### config.mk
export PLATFORM = sky130hd
export DESIGN_NAME = trace_packet_decoder_flat
export DESIGN_NICKNAME = d
export VERILOG_FILES = /design/src/rtl/trace_packet_decoder_if.sv /design/src/rtl/trace_packet_decoder.sv /design/src/flat_wrapper.sv
export SDC_FILE = /design/constraint.sdc
export NUM_CORES = 1
export LEC_CHECK = 0
export ABC_AREA = 1
export BUFFER_PORTS_ARGS = -buffer_cell sky130_fd_sc_hd__buf_2
export CAP_MARGIN = 20
export CORE_MARGIN = 4
export CORE_UTILIZATION = 30
export DETAILED_ROUTE_END_ITERATION = 12
export SETUP_SLACK_MARGIN = 0.05
export SLEW_MARGIN = 20
export SYNTH_ARGS = -nofsm -noshare
export SYNTH_HDL_FRONTEND = slang
export SYNTH_SLANG_ARGS = --single-unit
### constraint.sdc
create_clock -name mclk -period 2.95 [get_ports mclk]
set_input_delay 0.1475 -clock mclk [delete_from_list [all_inputs] [get_ports mclk]]
set_output_delay 0.1475 -clock mclk [all_outputs]
set_load 0.05 [all_outputs]
### src/rtl/trace_packet_decoder_if.sv
// trace_packet_decoder_if: packet input stream and decoded event output of the trace decoder
interface trace_packet_decoder_if #(
    parameter int ADDR_W = 23,
    parameter int TIME_W = 32
);
    logic              in_valid;
    logic              in_ready;
    logic [1:0]        in_type;
    logic [ADDR_W-1:0] in_payload;
    logic              ev_valid;
    logic              ev_ready;
    logic              ev_is_read;
    logic [ADDR_W-1:0] ev_addr;
    logic [15:0]       ev_data;
    logic [1:0]        ev_ublb;
    logic [TIME_W-1:0] ev_time;

    modport slave (
        input  in_valid, in_type, in_payload, ev_ready,
        output in_ready, ev_valid, ev_is_read, ev_addr, ev_data, ev_ublb, ev_time
    );

    modport master (
        output in_valid, in_type, in_payload, ev_ready,
        input  in_ready, ev_valid, ev_is_read, ev_addr, ev_data, ev_ublb, ev_time
    );
endinterface

### src/rtl/trace_packet_decoder.sv
// trace_packet_decoder: rebuilds absolute address/time RAM bus events from the tracer packet stream
module trace_packet_decoder #(
    parameter int ADDR_W = 23,
    parameter int TIME_W = 32
) (
    input  logic                  mclk,
    input  logic                  reset,
    trace_packet_decoder_if.slave bus,
    output logic                  synced,
    output logic                  err_unsynced
);
    logic [ADDR_W-1:0] cur_addr_q, cur_addr_d;
    logic [TIME_W-1:0] time_acc_q, time_acc_d;
    logic              synced_q, synced_d;
    logic              err_q, err_d;
    logic              ev_valid_q, ev_valid_d;
    logic              ev_is_read_q, ev_is_read_d;
    logic [ADDR_W-1:0] ev_addr_q, ev_addr_d;
    logic [15:0]       ev_data_q, ev_data_d;
    logic [1:0]        ev_ublb_q, ev_ublb_d;
    logic [TIME_W-1:0] ev_time_q, ev_time_d;
    logic              accept, is_data, is_addr, load;
    logic [4:0]        ts5;
    logic [TIME_W-1:0] time_sum;

    // Types 1 and 2 carry data; both share the {ts5, ublb, 16-bit field} layout.
    assign bus.in_ready = !ev_valid_q || bus.ev_ready;
    assign accept       = bus.in_valid && bus.in_ready;
    assign is_data      = bus.in_type[0] ^ bus.in_type[1];
    assign is_addr      = bus.in_type == 2'd0;
    assign load         = accept && is_data && synced_q;
    assign ts5          = bus.in_payload[ADDR_W-1 -: 5];
    assign time_sum     = time_acc_q + (is_data ? TIME_W'(ts5) : TIME_W'(bus.in_payload));

    // Next state: address/time tracking, sync flags and the event register load/hold/clear.
    always_comb begin
        cur_addr_d   = (accept && is_addr) ? bus.in_payload
                     : !load               ? cur_addr_q
                     : bus.in_type[0]      ? cur_addr_q + ADDR_W'(bus.in_payload[7:0])
                     :                       cur_addr_q + ADDR_W'(1);
        time_acc_d   = (accept && !is_addr) ? time_sum : time_acc_q;
        synced_d     = synced_q || (accept && is_addr);
        err_d        = err_q || (accept && is_data && !synced_q);
        ev_valid_d   = load || (ev_valid_q && !bus.ev_ready);
        ev_is_read_d = load ? bus.in_type[0] : ev_is_read_q;
        ev_addr_d    = load ? cur_addr_q : ev_addr_q;
        ev_data_d    = load ? bus.in_payload[15:0] : ev_data_q;
        ev_ublb_d    = load ? bus.in_payload[17:16] : ev_ublb_q;
        ev_time_d    = load ? time_sum : ev_time_q;
    end

    // State register; reset discards any in-flight event and clears the sticky error.
    always_ff @(posedge mclk) begin
        if (reset) begin
            cur_addr_q   <= '0;
            time_acc_q   <= '0;
            synced_q     <= 1'b0;
            err_q        <= 1'b0;
            ev_valid_q   <= 1'b0;
            ev_is_read_q <= 1'b0;
            ev_addr_q    <= '0;
            ev_data_q    <= '0;
            ev_ublb_q    <= '0;
            ev_time_q    <= '0;
        end else begin
            cur_addr_q   <= cur_addr_d;
            time_acc_q   <= time_acc_d;
            synced_q     <= synced_d;
            err_q        <= err_d;
            ev_valid_q   <= ev_valid_d;
            ev_is_read_q <= ev_is_read_d;
            ev_addr_q    <= ev_addr_d;
            ev_data_q    <= ev_data_d;
            ev_ublb_q    <= ev_ublb_d;
            ev_time_q    <= ev_time_d;
        end
    end

    assign bus.ev_valid   = ev_valid_q;
    assign bus.ev_is_read = ev_is_read_q;
    assign bus.ev_addr    = ev_addr_q;
    assign bus.ev_data    = ev_data_q;
    assign bus.ev_ublb    = ev_ublb_q;
    assign bus.ev_time    = ev_time_q;
    assign synced         = synced_q;
    assign err_unsynced   = err_q;
endmodule

### src/flat_wrapper.sv
// flat-port wrapper written by rule: the top's interface ports become plain ports
module trace_packet_decoder_flat 
#(
    parameter int ADDR_W = 23,
    parameter int TIME_W = 32
)
  (mclk, reset, synced, err_unsynced, bus_in_valid, bus_in_type, bus_in_payload, bus_ev_ready, bus_in_ready, bus_ev_valid, bus_ev_is_read, bus_ev_addr, bus_ev_data, bus_ev_ublb, bus_ev_time);
  trace_packet_decoder_if #(.ADDR_W(ADDR_W), .TIME_W(TIME_W)) bus_i ();
  input  logic mclk;
  input  logic reset;
  output logic synced;
  output logic err_unsynced;
  input wire logic [$bits(bus_i.in_valid)-1:0] bus_in_valid;
  input wire logic [$bits(bus_i.in_type)-1:0] bus_in_type;
  input wire logic [$bits(bus_i.in_payload)-1:0] bus_in_payload;
  input wire logic [$bits(bus_i.ev_ready)-1:0] bus_ev_ready;
  output wire logic [$bits(bus_i.in_ready)-1:0] bus_in_ready;
  output wire logic [$bits(bus_i.ev_valid)-1:0] bus_ev_valid;
  output wire logic [$bits(bus_i.ev_is_read)-1:0] bus_ev_is_read;
  output wire logic [$bits(bus_i.ev_addr)-1:0] bus_ev_addr;
  output wire logic [$bits(bus_i.ev_data)-1:0] bus_ev_data;
  output wire logic [$bits(bus_i.ev_ublb)-1:0] bus_ev_ublb;
  output wire logic [$bits(bus_i.ev_time)-1:0] bus_ev_time;
  assign bus_i.in_valid = bus_in_valid;
  assign bus_i.in_type = bus_in_type;
  assign bus_i.in_payload = bus_in_payload;
  assign bus_i.ev_ready = bus_ev_ready;
  assign bus_in_ready = bus_i.in_ready;
  assign bus_ev_valid = bus_i.ev_valid;
  assign bus_ev_is_read = bus_i.ev_is_read;
  assign bus_ev_addr = bus_i.ev_addr;
  assign bus_ev_data = bus_i.ev_data;
  assign bus_ev_ublb = bus_i.ev_ublb;
  assign bus_ev_time = bus_i.ev_time;
  trace_packet_decoder #(.ADDR_W(ADDR_W), .TIME_W(TIME_W)) u_core (.mclk(mclk), .reset(reset), .bus(bus_i), .synced(synced), .err_unsynced(err_unsynced));
endmodule
[Word level (Yosys, flattened, before mapping)]
Index checks and enable logic that the tools add are counted.
Word-level totals
  register bits: 132
  bits of input ports: 29
  output and inout bits: 78
Cells by class
  add/sub/neg operators: 3
  muxes and demuxes: 4
  bitwise operators: 1
  reductions and logical operators: 17
Operator list (number)
  2-to-1 mux 23 bit: 4
  adder 32 bit: 1
  adder 23 x 1 -> 23 bit (second input constant): 1
  adder 23 x 8 -> 23 bit: 1
  logical AND 1 bit: 7
  zero test 1 bit: 4
  logical OR 1 bit: 4
  zero test 2 bit: 1
  nonzero test 2 bit: 1
  XOR 1 bit: 1

[Logic depth before layout (Yosys ltp)]
  depth after elaboration: 7
  gate-level depth with buffers: 21
  depth with buffers taken out: 18

[Least setup slack after synthesis]
No wires, ideal clock.
  path type: input -> register
  from: in bus_in_type[0]
  to: reg u_core.time_acc_q[28]
  setup time: 0.109 ns
  arrival: 2.660 ns
  setup slack: 0.181 ns
  stages on the path: 20
  cell sequence: clkbuf_1 inv_1 ha_1 buf_2 clkbuf_1 nand2_1 o21ai_0 ha_1 inv_1 fa_1 inv_1 nand3_1 nand3_1 nand3_1 nand3_1 nand2_1 nand3_1 nand3_1 nand2_1 inv_1
On the way
  longest elaborated chain between the ends: 3
  elaborated cells between the ends (all ways): 6
  classes of those cells: 1 x add/sub; 1 x mux; 1 x bitwise; 3 x reduce/logical
RTL lines
  start: declaration: line flat_wrapper.sv:14  | input wire logic [$bits(bus_i.in_type)-1:0] bus_in_type;
  XOR 1 bit or zero test 2 bit (tied branches): line trace_packet_decoder.sv:29, trace_packet_decoder.sv:30
  2-to-1 mux 23 bit or zero test 1 bit (tied branches): line trace_packet_decoder.sv:33, trace_packet_decoder.sv:41
  adder 32 bit or logical AND 1 bit (tied branches): line trace_packet_decoder.sv:33, trace_packet_decoder.sv:41
  end signal: assignment: line trace_packet_decoder.sv:67  | time_acc_q <= time_acc_d;
  end: declaration: line trace_packet_decoder.sv:13  | logic [TIME_W-1:0] time_acc_q, time_acc_d;
Several ways; a longest one is shown, not always the timed one.
A chain may end at the register's enable or synchronous reset.

[Worst setup path after layout]
Ends and elaborated chain as after synthesis.

==> flow_summary.ini <==
[synth]
synth_most_common_cell = nand2_1
synth_edf_count = 0
synth_common_cells = nand2_1 (364), inv_1 (255), dfxtp_1 (132)
synth-seq-area-share_pct = 32.33
netlist.area_leader.share_pct = 32.33
synth_area_leaders = dfxtp_1 (32%), nand2_1 (17%), inv_1 (12%)
ys_ff_latch = 132
yosys_warnings = 0
mappedNetlistArea_sq_um = 8174
ys_types = 41
synth_top_flop_cell = dfxtp_1
avgSynthCellArea_sq_um = 6.356
syn-instance-count = 1286
synth_top_cell_by_area = dfxtp_1
synthesis.nets = 1349
postSynth.asyncResetShare_pct = 0

[layout]
fill_cells = 2919
fin_nets = 1443
syn2layout_area_growth_pct = 17.99
drive_gt1_share_pct = 12.99
antenna_cells = 0

[worst_setup_path]
slowest_delay_ps = 400
ff2ff_path_depth = 14
startpoint_type = input port
cp_top_family = adder cells
critical_path_class = in2reg
cpMaxStageDelayCell = fa_1
worst-path-buf-inv = 5
crit_path_frequent_cell = nand3_1
worstPathRequired_ps = 3270
r2r-start = u_core.cur_addr_q[0]
crit_fanout = 7
critical_path.endpoint_type = flip-flop
crit_cells = 17
worstPathArrival_ps = 2590
cp_cell_sequence = buf_2 > inv_1 > ha_1 > o21ai_0 > ha_1 > inv_1 > fa_1 > inv_1 > nand3_1 > nand3_1 > nand3_1 > nand3_1 > nand2_1 > nand3_1 > nand3_1 > nand2_1 > inv_1
crit_start = bus_in_type[0]

[detailed_routing]
drc = 0
drtAntennaViolNets = 0
totalWireLength_um = 25700
avgRoutedWirePerCell_um = 14.82
dr.first_iter.drc_count = 456
drt-pass1-iter-count = 7
viasPerCell = 4.711
vias = 8169

[cts]
clock_latency_ps = 430
root_buffer = clkbuf_16
cts_setup_buffers = 0
cts_hold_buf = 0
cts.clk_slew.worst_paths_ps = 60
postCtsResizedCells = 0
htreeDepth = 4
cts_tree = done
cts-buffers-inserted = 17
clk_path_buf_depth = 2
cts.sinks = 132

[pwr]
peakVddDrop_uv = 346.9
p_leak_uw = 0.005217
power_density_nw_per_um2 = 521.5

[floorplanning]
start_util_pct = 30.41
io_pins = 107
fp-row-count = 60
dieHeight_um = 173.1
core_sq_um = 26880
dieArea_sq_um = 29950
die_w_um = 173.1

[worst_hold_path]
hold_path_class = in2reg
holdPathStages = 3
min_from = bus_in_payload[0]

[timing]
tightest_slew_ps = 978.8
worst_clock_skew_ps = 10.71
fin_crit_sh_pct = 76.93
hold_violations = 0
fmax_mhz = 440.6
slew_headroom_pct = 34.75
final-setup-viol-count = 0
grt_setup_unrepaired = false
min_period_ps = 2270
whs_ps = 8.921
tns_ps = 0
slew_viol_final = 0

[grt]
grt_max_degree = 62
grt_usage_pct = 16.97
grt_pass1_vias = 7818
grt_overflow = 0
grt_pass1_wl_um = 41230
antenna_found_initial = 0

[placed_design]
port_buffers = 106
dp_hpwl_um = 19590
place.gp.congestion = 0.9346

[run]
drv_cap = 0

[status]
status = completed
metrics by stage:
step,utilization [%],worst slack [ps],power (uW),instances,area [sq um]
floorplan,-,181.3,2588,1286,8174
global placement,33.64,276.8,2835,1702,9040
detailed placement,33.64,268.5,2841,1702,9040
CTS,35.88,708.0,5066,1734,9644
global route,35.88,377.4,5262,1734,9644
finish,35.88,680.5,5030,1734,9644
layout by cell type, fill, tap and decap left out, types with 5 or more instances in the layout:
cell type | synthesis | final
a21oi_1 | 94 | 94
a31oi_1 | 8 | 8
buf_2 | 22 | 106
buf_4 | 6 | 13
clkbuf_16 | 0 | 17
dfxtp_1 | 132 | 132
ha_1 | 32 | 32
inv_1 | 255 | 254
nand2_1 | 364 | 364
nand3_1 | 94 | 94
nand3_2 | 5 | 5
nor2_1 | 65 | 65
nor2_2 | 7 | 7
nor3_1 | 9 | 9
o21a_1 | 25 | 25
o21ai_0 | 66 | 66
o21bai_1 | 20 | 20
o22ai_1 | 11 | 11
xnor2_1 | 5 | 5
xor2_1 | 15 | 15
layer usage:
| metal | part of all wire, % | vias up | global-route usage, % |
|---|---|---|---|
| met5 | 0 | - | 0 |
| met3 | 6.1 | 42 | 3.935 |
| li1 | - | 4225 | - |
| met2 | 45 | 226 | 27.56 |
| met4 | 2.9 | 0 | 6.086 |
| met1 | 46 | 3676 | 22.13 |
kinds of logic after synthesis:
family          share of synthesized area, %
simple gates                           29.02
buf+inv                                14.57
fa+ha+maj                              5.388
compound gates                         16.55
xor+xnor                               2.143
flops                                  32.33
state kept, by name, indices dropped and copies added (netlist names), 2 cells and up:
register            count
u_core.bus.ev_time     32
u_core.bus.ev_data     16
u_core.bus.ev_addr     23
u_core.bus.ev_ublb      2
u_core.time_acc_q      32
u_core.cur_addr_q      23
final timing paths:
kind,end,slack [ps]
setup / recovery,u_core.time_acc_q[28],680
hold / removal,u_core.cur_addr_q[0],9
setup reg to reg,u_core.cur_addr_q[22],780
hold reg to reg,u_core.err_unsynced,460
worst min-delay path, stage by stage:
cell     delay (ps)
buf_2           100
nand2_1          50
a31oi_1          70
area by class of cell:
class / count / area (sq um) / share of cell area, %
Timing Repair Buffer: 121 / 668.1 / 6.928
Multi-Input combinational cell: 852 / 4340 / 45.01
Clock buffer: 17 / 425.4 / 4.411
Tap cell: 341 / 426.7 / 4.424
Sequential cell: 132 / 2643 / 27.40
Clock inverter: 15 / 178.9 / 1.855
Inverter: 256 / 962.2 / 9.977
power by group:
group,switching [uW],internal [uW]
registers,58.4,1860
logic,612,275
clock network,887,1340
(Power assumes the default switching activity.)
